File: config.mk
export PLATFORM = sky130hd
export DESIGN_NAME = gpio_bank_flat
export DESIGN_NICKNAME = d
export VERILOG_FILES = /design/src/rtl/gpio_bank_if.sv /design/src/rtl/gpio_bank.sv /design/src/flat_wrapper.sv
export SDC_FILE = /design/constraint.sdc
export NUM_CORES = 1
export LEC_CHECK = 0
export CAP_MARGIN = 20
export CORE_MARGIN = 3
export CORE_UTILIZATION = 55
export CTS_BUF_LIST = sky130_fd_sc_hd__clkbuf_4
export DETAILED_ROUTE_END_ITERATION = 10
export PLACE_DENSITY_LB_ADDON = 0.15
export SKIP_LAST_GASP = 1
export SLEW_MARGIN = 20
export SYNTH_ARGS = -nofsm -noshare
export SYNTH_HDL_FRONTEND = slang
export SYNTH_SLANG_ARGS = --single-unit
File: constraint.sdc
create_clock -name clk -period 4.1 [get_ports clk]
set_clock_uncertainty 0.1 [all_clocks]
set_input_delay 0.82 -clock clk [delete_from_list [all_inputs] [get_ports clk]]
set_output_delay 0.82 -clock clk [all_outputs]
set_load 0.02 [all_outputs]
File: src/rtl/gpio_bank_if.sv
// Memory-mapped bus contract between memory_controller and the GPIO bank.
// Byte address, write data, a pre-qualified write strobe and combinational read data.
interface gpio_bank_if;
  logic [31:0] gpio_addr;
  logic [31:0] gpio_wrdata;
  logic        gpio_wren;
  logic [31:0] gpio_rddata;

  modport master (
    output gpio_addr,
    output gpio_wrdata,
    output gpio_wren,
    input  gpio_rddata
  );

  modport slave (
    input  gpio_addr,
    input  gpio_wrdata,
    input  gpio_wren,
    output gpio_rddata
  );
endinterface

File: src/rtl/gpio_bank.sv
// NUM_PORTS x PORT_WIDTH GPIO bank with synchronised inputs, edge interrupts and W1C status.
// Optional per-pin input debounce filter is enabled by defining GPIO_DEBOUNCE_EN.
module gpio_bank #(
  parameter int          NUM_PORTS       = 2,
  parameter int          PORT_WIDTH      = 8,
  parameter logic [31:0] BASE_ADDR       = 32'h1000_0000,
  parameter int          SYNC_STAGES     = 2,
  parameter int          DEBOUNCE_CYCLES = 4
) (
  input  logic                              clk,
  input  logic                              rst,
  gpio_bank_if.slave                        bus,
  input  logic [NUM_PORTS*PORT_WIDTH-1:0]   gpio_port_in,
  output logic [NUM_PORTS*PORT_WIDTH-1:0]   gpio_port_out,
  output logic [NUM_PORTS*PORT_WIDTH-1:0]   gpio_port_oe,
  output logic                              irq
);

  localparam int          W            = NUM_PORTS * PORT_WIDTH;
  localparam logic [31:0] WINDOW_BYTES = 32'(NUM_PORTS * 32);

  typedef enum logic [2:0] {
    REG_OUT        = 3'd0,
    REG_DIR        = 3'd1,
    REG_IN         = 3'd2,
    REG_IRQ_EN     = 3'd3,
    REG_IRQ_STATUS = 3'd4,
    REG_EDGE_SEL   = 3'd5
  } reg_e;

  logic [PORT_WIDTH-1:0] out_q      [NUM_PORTS];
  logic [PORT_WIDTH-1:0] dir_q      [NUM_PORTS];
  logic [PORT_WIDTH-1:0] irq_en_q   [NUM_PORTS];
  logic [PORT_WIDTH-1:0] status_q   [NUM_PORTS];
  logic [PORT_WIDTH-1:0] edge_sel_q [NUM_PORTS];

  logic [PORT_WIDTH-1:0] edge_hit   [NUM_PORTS];
  logic [PORT_WIDTH-1:0] clr_mask   [NUM_PORTS];

  logic [W-1:0]          sync_q     [SYNC_STAGES];
  logic [W-1:0]          sync_in;
  logic [W-1:0]          pin_val;
  logic [W-1:0]          prev_q;

  logic [31:0]           offset;
  logic                  in_range;
  logic [2:0]            reg_sel;
  logic [PORT_WIDTH-1:0] wdata;
  logic [NUM_PORTS-1:0]  port_hit;
  logic                  unused_ok;

  // Subtracting first keeps the range test free of overflow near the top of the map.
  assign offset   = bus.gpio_addr - BASE_ADDR;
  assign in_range = (bus.gpio_addr >= BASE_ADDR) && (offset < WINDOW_BYTES);
  assign reg_sel  = offset[4:2];
  assign wdata    = bus.gpio_wrdata[PORT_WIDTH-1:0];

  assign unused_ok = ^{offset[1:0], bus.gpio_wrdata, 32'(DEBOUNCE_CYCLES)};

  always_comb begin
    for (int p = 0; p < NUM_PORTS; p++) begin
      port_hit[p] = in_range && (offset[31:5] == 27'(p));
    end
  end

  // Input synchroniser chain.
  always_ff @(posedge clk or negedge rst) begin
    if (!rst) begin
      // NOTE: every stage is reset so a reset also discards any pin history in flight.
      for (int i = 0; i < SYNC_STAGES; i++) sync_q[i] <= '0;
    end else begin
      // NOTE: non-blocking assignments let each stage read last cycle's value of its neighbour.
      sync_q[0] <= gpio_port_in;
      for (int i = 1; i < SYNC_STAGES; i++) sync_q[i] <= sync_q[i-1];
    end
  end

  assign sync_in = sync_q[SYNC_STAGES-1];

`ifdef GPIO_DEBOUNCE_EN
  localparam int            CW       = $clog2(DEBOUNCE_CYCLES + 1);
  localparam logic [CW-1:0] CNT_LAST = CW'(DEBOUNCE_CYCLES - 1);

  logic [CW-1:0] db_cnt_q [W];
  logic [W-1:0]  db_q;

  // A pin's filtered value follows sync_in only after it has disagreed for DEBOUNCE_CYCLES cycles.
  always_ff @(posedge clk or negedge rst) begin
    if (!rst) begin
      db_q <= '0;
      for (int i = 0; i < W; i++) db_cnt_q[i] <= '0;
    end else begin
      for (int i = 0; i < W; i++) begin
        if (sync_in[i] == db_q[i]) begin
          db_cnt_q[i] <= '0;
        end else if (db_cnt_q[i] == CNT_LAST) begin
          db_q[i]     <= sync_in[i];
          db_cnt_q[i] <= '0;
        end else begin
          db_cnt_q[i] <= db_cnt_q[i] + CW'(1);
        end
      end
    end
  end

  assign pin_val = db_q;
`else
  assign pin_val = sync_in;
`endif

  always_comb begin
    for (int p = 0; p < NUM_PORTS; p++) begin
      edge_hit[p] = ( edge_sel_q[p] &  pin_val[p*PORT_WIDTH +: PORT_WIDTH] & ~prev_q[p*PORT_WIDTH +: PORT_WIDTH])
                  | (~edge_sel_q[p] & ~pin_val[p*PORT_WIDTH +: PORT_WIDTH] &  prev_q[p*PORT_WIDTH +: PORT_WIDTH]);
      clr_mask[p] = (bus.gpio_wren && port_hit[p] && (reg_sel == REG_IRQ_STATUS)) ? wdata : '0;
    end
  end

  always_ff @(posedge clk or negedge rst) begin
    if (!rst) begin
      prev_q <= '0;
      for (int p = 0; p < NUM_PORTS; p++) begin
        out_q[p]      <= '0;
        dir_q[p]      <= '0;
        irq_en_q[p]   <= '0;
        status_q[p]   <= '0;
        edge_sel_q[p] <= '0;
      end
    end else begin
      prev_q <= pin_val;
      for (int p = 0; p < NUM_PORTS; p++) begin
        if (bus.gpio_wren && port_hit[p]) begin
          case (reg_sel)
            REG_OUT:      out_q[p]      <= wdata;
            REG_DIR:      dir_q[p]      <= wdata;
            REG_IRQ_EN:   irq_en_q[p]   <= wdata;
            REG_EDGE_SEL: edge_sel_q[p] <= wdata;
            default:      ;
          endcase
        end
        // A new edge in the same cycle as a clear keeps the bit set.
        status_q[p] <= (status_q[p] & ~clr_mask[p]) | (edge_hit[p] & irq_en_q[p]);
      end
    end
  end

  always_comb begin
    // NOTE: default first so every path assigns and no latch is inferred.
    bus.gpio_rddata = '0;
    irq             = 1'b0;
    for (int p = 0; p < NUM_PORTS; p++) begin
      irq = irq | (|(status_q[p] & irq_en_q[p]));
      if (port_hit[p]) begin
        case (reg_sel)
          REG_OUT:        bus.gpio_rddata = 32'(out_q[p]);
          REG_DIR:        bus.gpio_rddata = 32'(dir_q[p]);
          REG_IN:         bus.gpio_rddata = 32'(pin_val[p*PORT_WIDTH +: PORT_WIDTH]);
          REG_IRQ_EN:     bus.gpio_rddata = 32'(irq_en_q[p]);
          REG_IRQ_STATUS: bus.gpio_rddata = 32'(status_q[p]);
          REG_EDGE_SEL:   bus.gpio_rddata = 32'(edge_sel_q[p]);
          default:        bus.gpio_rddata = '0;
        endcase
      end
    end
  end

  for (genvar p = 0; p < NUM_PORTS; p++) begin : g_pins
    assign gpio_port_out[p*PORT_WIDTH +: PORT_WIDTH] = out_q[p];
    assign gpio_port_oe[p*PORT_WIDTH +: PORT_WIDTH]  = dir_q[p];
  end

endmodule

File: src/flat_wrapper.sv
// flat-port wrapper written by rule: the top's interface ports become plain ports
module gpio_bank_flat 
#(
  parameter int          NUM_PORTS       = 2,
  parameter int          PORT_WIDTH      = 8,
  parameter logic [31:0] BASE_ADDR       = 32'h1000_0000,
  parameter int          SYNC_STAGES     = 2,
  parameter int          DEBOUNCE_CYCLES = 4
)
  (clk, rst, gpio_port_in, gpio_port_out, gpio_port_oe, irq, bus_gpio_addr, bus_gpio_wrdata, bus_gpio_wren, bus_gpio_rddata);
  gpio_bank_if bus_i ();
  input  logic clk;
  input  logic rst;
  input  logic [NUM_PORTS*PORT_WIDTH-1:0] gpio_port_in;
  output logic [NUM_PORTS*PORT_WIDTH-1:0] gpio_port_out;
  output logic [NUM_PORTS*PORT_WIDTH-1:0] gpio_port_oe;
  output logic irq;
  input wire logic [$bits(bus_i.gpio_addr)-1:0] bus_gpio_addr;
  input wire logic [$bits(bus_i.gpio_wrdata)-1:0] bus_gpio_wrdata;
  input wire logic [$bits(bus_i.gpio_wren)-1:0] bus_gpio_wren;
  output wire logic [$bits(bus_i.gpio_rddata)-1:0] bus_gpio_rddata;
  assign bus_i.gpio_addr = bus_gpio_addr;
  assign bus_i.gpio_wrdata = bus_gpio_wrdata;
  assign bus_i.gpio_wren = bus_gpio_wren;
  assign bus_gpio_rddata = bus_i.gpio_rddata;
  gpio_bank #(.NUM_PORTS(NUM_PORTS), .PORT_WIDTH(PORT_WIDTH), .BASE_ADDR(BASE_ADDR), .SYNC_STAGES(SYNC_STAGES), .DEBOUNCE_CYCLES(DEBOUNCE_CYCLES)) u_core (.clk(clk), .rst(rst), .bus(bus_i), .gpio_port_in(gpio_port_in), .gpio_port_out(gpio_port_out), .gpio_port_oe(gpio_port_oe), .irq(irq));
endmodule
==> impl_metrics.ini <==
[power]
peakVddDrop_mv = 0.207
p_switching_uw = 615
internal-power_mw = 1.80
seqPwrFrac = 0.538
p_leak_nw = 3.40
cellPowerDensity_mw_per_mm2 = 321
swShare = 0.255
pwr-share-comb = 0.094
power.share.clock = 0.368

[synthesis]
async_flop_share = 1.00
synthFlopType = dfrtp_1
yosys_warnings = 0
syn_avg_cell_area_um2 = 11.5
syn_area_mm2 = 0.00592
syn_inst = 517
synthDistinctLibCells = 49
ys_seq_area_frac = 0.541
ys_ff_latch = 128
synth-edff-count = 0

[timing]
fin_tns_setup_ps = 0
hold_viol = 0
layout_setup_ws_ps = 49.7
setup_viol = 0
drv_slew = 0
tightestPinTransition_ps = 671
slew_headroom = 0.553
period_share = 0.988
grt_setup_unrepaired = yes
hold_ws_ps = 210
fin_crit_ps = 4050
max_freq_mhz = 247

[clock_network]
clock_latency_ps = 520
cts_max_level = 4
cts_sinks = 128
root_buffer = clkbuf_4
clockBufferDepth = 2
cts_setup_buffers = 0
clkSlewWorstSetupHoldPaths_ps = 120
cts_tree = yes
hold_buffers = 0
cts_buffers = 17

[worst_setup_path]
ff2ff_path_depth = 4
reg2reg_to = u_core.status_q[6]
cp-start-kind = primary input
r2r-start = u_core.pin_val[14]
worst-path-max-fanout = 2
crit_arrival_ps = 3130
crit_required_ps = 3180
critical_path_class = primary input to output port
r2r_slack_ps = 3010
endpoint_kind = output port

[floorplanning]
start_util = 0.568
die_w_um = 110
pin_count = 148
dieArea_mm2 = 0.0120
coreArea_mm2 = 0.0104
fp.dieH_um = 110
std_cell_rows = 37

[place]
portBuffers = 97
dp.cells = 764
dpl_worst_slack_ps = -665
gp_congestion = 0.901
dp_hpwl_um = 10700

[layout]
area_growth_pct = 27.1
final_layout_size_suffix_gt1_frac = 0.269
final_nets = 732
final_cells = 795
n_antenna_cell = 0
fillers = 771

[job]
max_cap_violations = 0

[global_route]
grt_usage = 0.264
grt_max_degree = 78
gr-total-overflow = 0
grt_pass1_wl_um = 23600
grt_pass1_vias = 4530
antenna_found_initial = 0

[routing]
drtIter0Drc = 447
remaining_drc_errors = 0
vias_per_cell = 5.79
routed_wl_um = 15300
wl_per_cell_um = 19.2
num_vias = 4603
drt_pass1_iterations = 5
detail-route-antenna-nets = 0

[outcome]
outcome = finished clean

[worst_hold_path]
hold_class = primary input to async pin
==> power by group through the flow <==
stage                     Sequential [mW]  Clock, mW  Combinational, mW
final                                1.30      0.889              0.226
after global routing                 1.30      0.971              0.246
after CTS                            1.30      0.904              0.222
after detailed placement             1.33          0              0.218
after global placement               1.32          0              0.215
after floorplan                      1.32          0              0.112
==> Yosys cell counts (5+ instances only) <==
cell type	count	area, um2
nand3_1	11	55.1
nand4_1	5	31.3
nor3_1	6	30.0
dfrtp_1	128	3200
buf_1	10	37.5
mux2i_1	18	180
inv_1	5	18.8
nor2_1	35	131
nand2_1	61	229
clkbuf_1	12	45.0
a22o_1	15	131
buf_4	24	180
o21ai_0	28	140
mux2_2	76	856
a22oi_1	6	45.0
a221oi_1	10	87.6
a21oi_1	10	50.1
buf_2	7	35.0
==> worst max path at each step <==
stage	startpoint	end	cells after the start
after detailed placement	bus_gpio_addr[28]	bus_gpio_rddata[6]	9
final	bus_gpio_addr[29]	bus_gpio_rddata[6]	9
after global placement	bus_gpio_addr[28]	bus_gpio_rddata[6]	9
after CTS	bus_gpio_addr[4]	bus_gpio_rddata[6]	8
after floorplan	bus_gpio_addr[29]	bus_gpio_rddata[6]	7
after global routing	bus_gpio_addr[29]	bus_gpio_rddata[6]	9
==> stage by stage <==
stage / utilization / total power, mW / area (um2)
2_1_floorplan: - / 1.43 / 6010
3_3_place_gp: 0.691 / 1.54 / 7190
3_5_place_dp: 0.691 / 1.54 / 7190
4_1_cts: 0.719 / 2.43 / 7490
5_1_grt: 0.722 / 2.52 / 7520
6_report: 0.722 / 2.42 / 7520
==> repair_timing <==
action	4_1_cts	5_1_grt
endpoints found under the setup margin	8	8
gates cloned	0	0
pin swaps	0	1
resized for setup	32	14
==> sequential cells by signal, indices dropped and copies added, names as in the netlist <==
name,cells
u_core.edge_sel_q,16
u_core.gpio_port_oe,16
u_core.gpio_port_out,16
u_core.irq_en_q,16
u_core.pin_val,16
u_core.prev_q,16
u_core.status_q,16
u_core.sync_q,16
==> worst max-delay path, cell delays in order <==
cell             delay, ps
clkdlybuf4s50_1        480
inv_1                   60
ha_1                   270
nor4b_2                180
nand4_1                140
or4_4                  540
a2111oi_4              230
buf_4                  160
clkdlybuf4s15_2        250
==> placed cells by master, fill, tap and decap left out, types with 2 or more instances in the layout <==
master | Yosys | final
dfrtp_1 | 128 | 128
clkdlybuf4s50_1 | 0 | 88
mux2_2 | 76 | 76
nand2_1 | 61 | 61
buf_4 | 24 | 46
nor2_1 | 35 | 35
o21ai_0 | 28 | 28
conb_1 | 1 | 24
mux2i_1 | 18 | 18
clkbuf_4 | 0 | 17
a22o_1 | 15 | 15
nand3_1 | 11 | 11
a221oi_1 | 10 | 10
a21oi_1 | 10 | 10
a22oi_1 | 6 | 6
inv_1 | 5 | 5
nand4_1 | 5 | 5
clkinvlp_4 | 0 | 5
and2_1 | 3 | 3
nor3_1 | 6 | 3
nor2b_1 | 4 | 3
a31oi_1 | 3 | 3
nor3_2 | 0 | 3
bufinv_16 | 0 | 3
buf_2 | 7 | 3
nor4_1 | 3 | 2
or4_4 | 1 | 2
o2111ai_1 | 2 | 2
o31ai_1 | 2 | 2
a221o_1 | 2 | 2
o211ai_1 | 2 | 2
mux4_2 | 2 | 2
nand2_2 | 2 | 2
and3_1 | 2 | 2
ha_1 | 2 | 2
clkinv_4 | 0 | 2
clkinv_2 | 0 | 2
clkbuf_2 | 0 | 2
==> layout make-up <==
cell class              instances  area, um2  area share
flip-flops and latches        128       3200       0.426
multi-input cells             353       2540       0.338
repair buffers                142       1290       0.172
well taps                     136        170      0.0226
clock inverters                14        168      0.0223
clock buffers                  17        128      0.0170
inverters                       5       18.8     0.00249
==> per-layer routing <==
layer / vias to the layer above / global-route usage / wire [um]
met2: 247 / 0.419 / 7270
li1: 2075 / - / -
met1: 2254 / 0.354 / 6180
met3: 27 / 0.0634 / 1460
met4: 0 / 0.0953 / 358
met5: - / 0 / 0
==> cells by family after synthesis <==
family,count (synthesis),share of synthesized area
AOI/OAI and AO/OA,88,0.103
other,1,0.000633
muxes,96,0.183
and+or+nand+nor,143,0.113
buffers and inverters,59,0.0554
DFF,128,0.541
adders and majority gates,2,0.00423
Note: power is estimated with default switching activity, not from simulation.
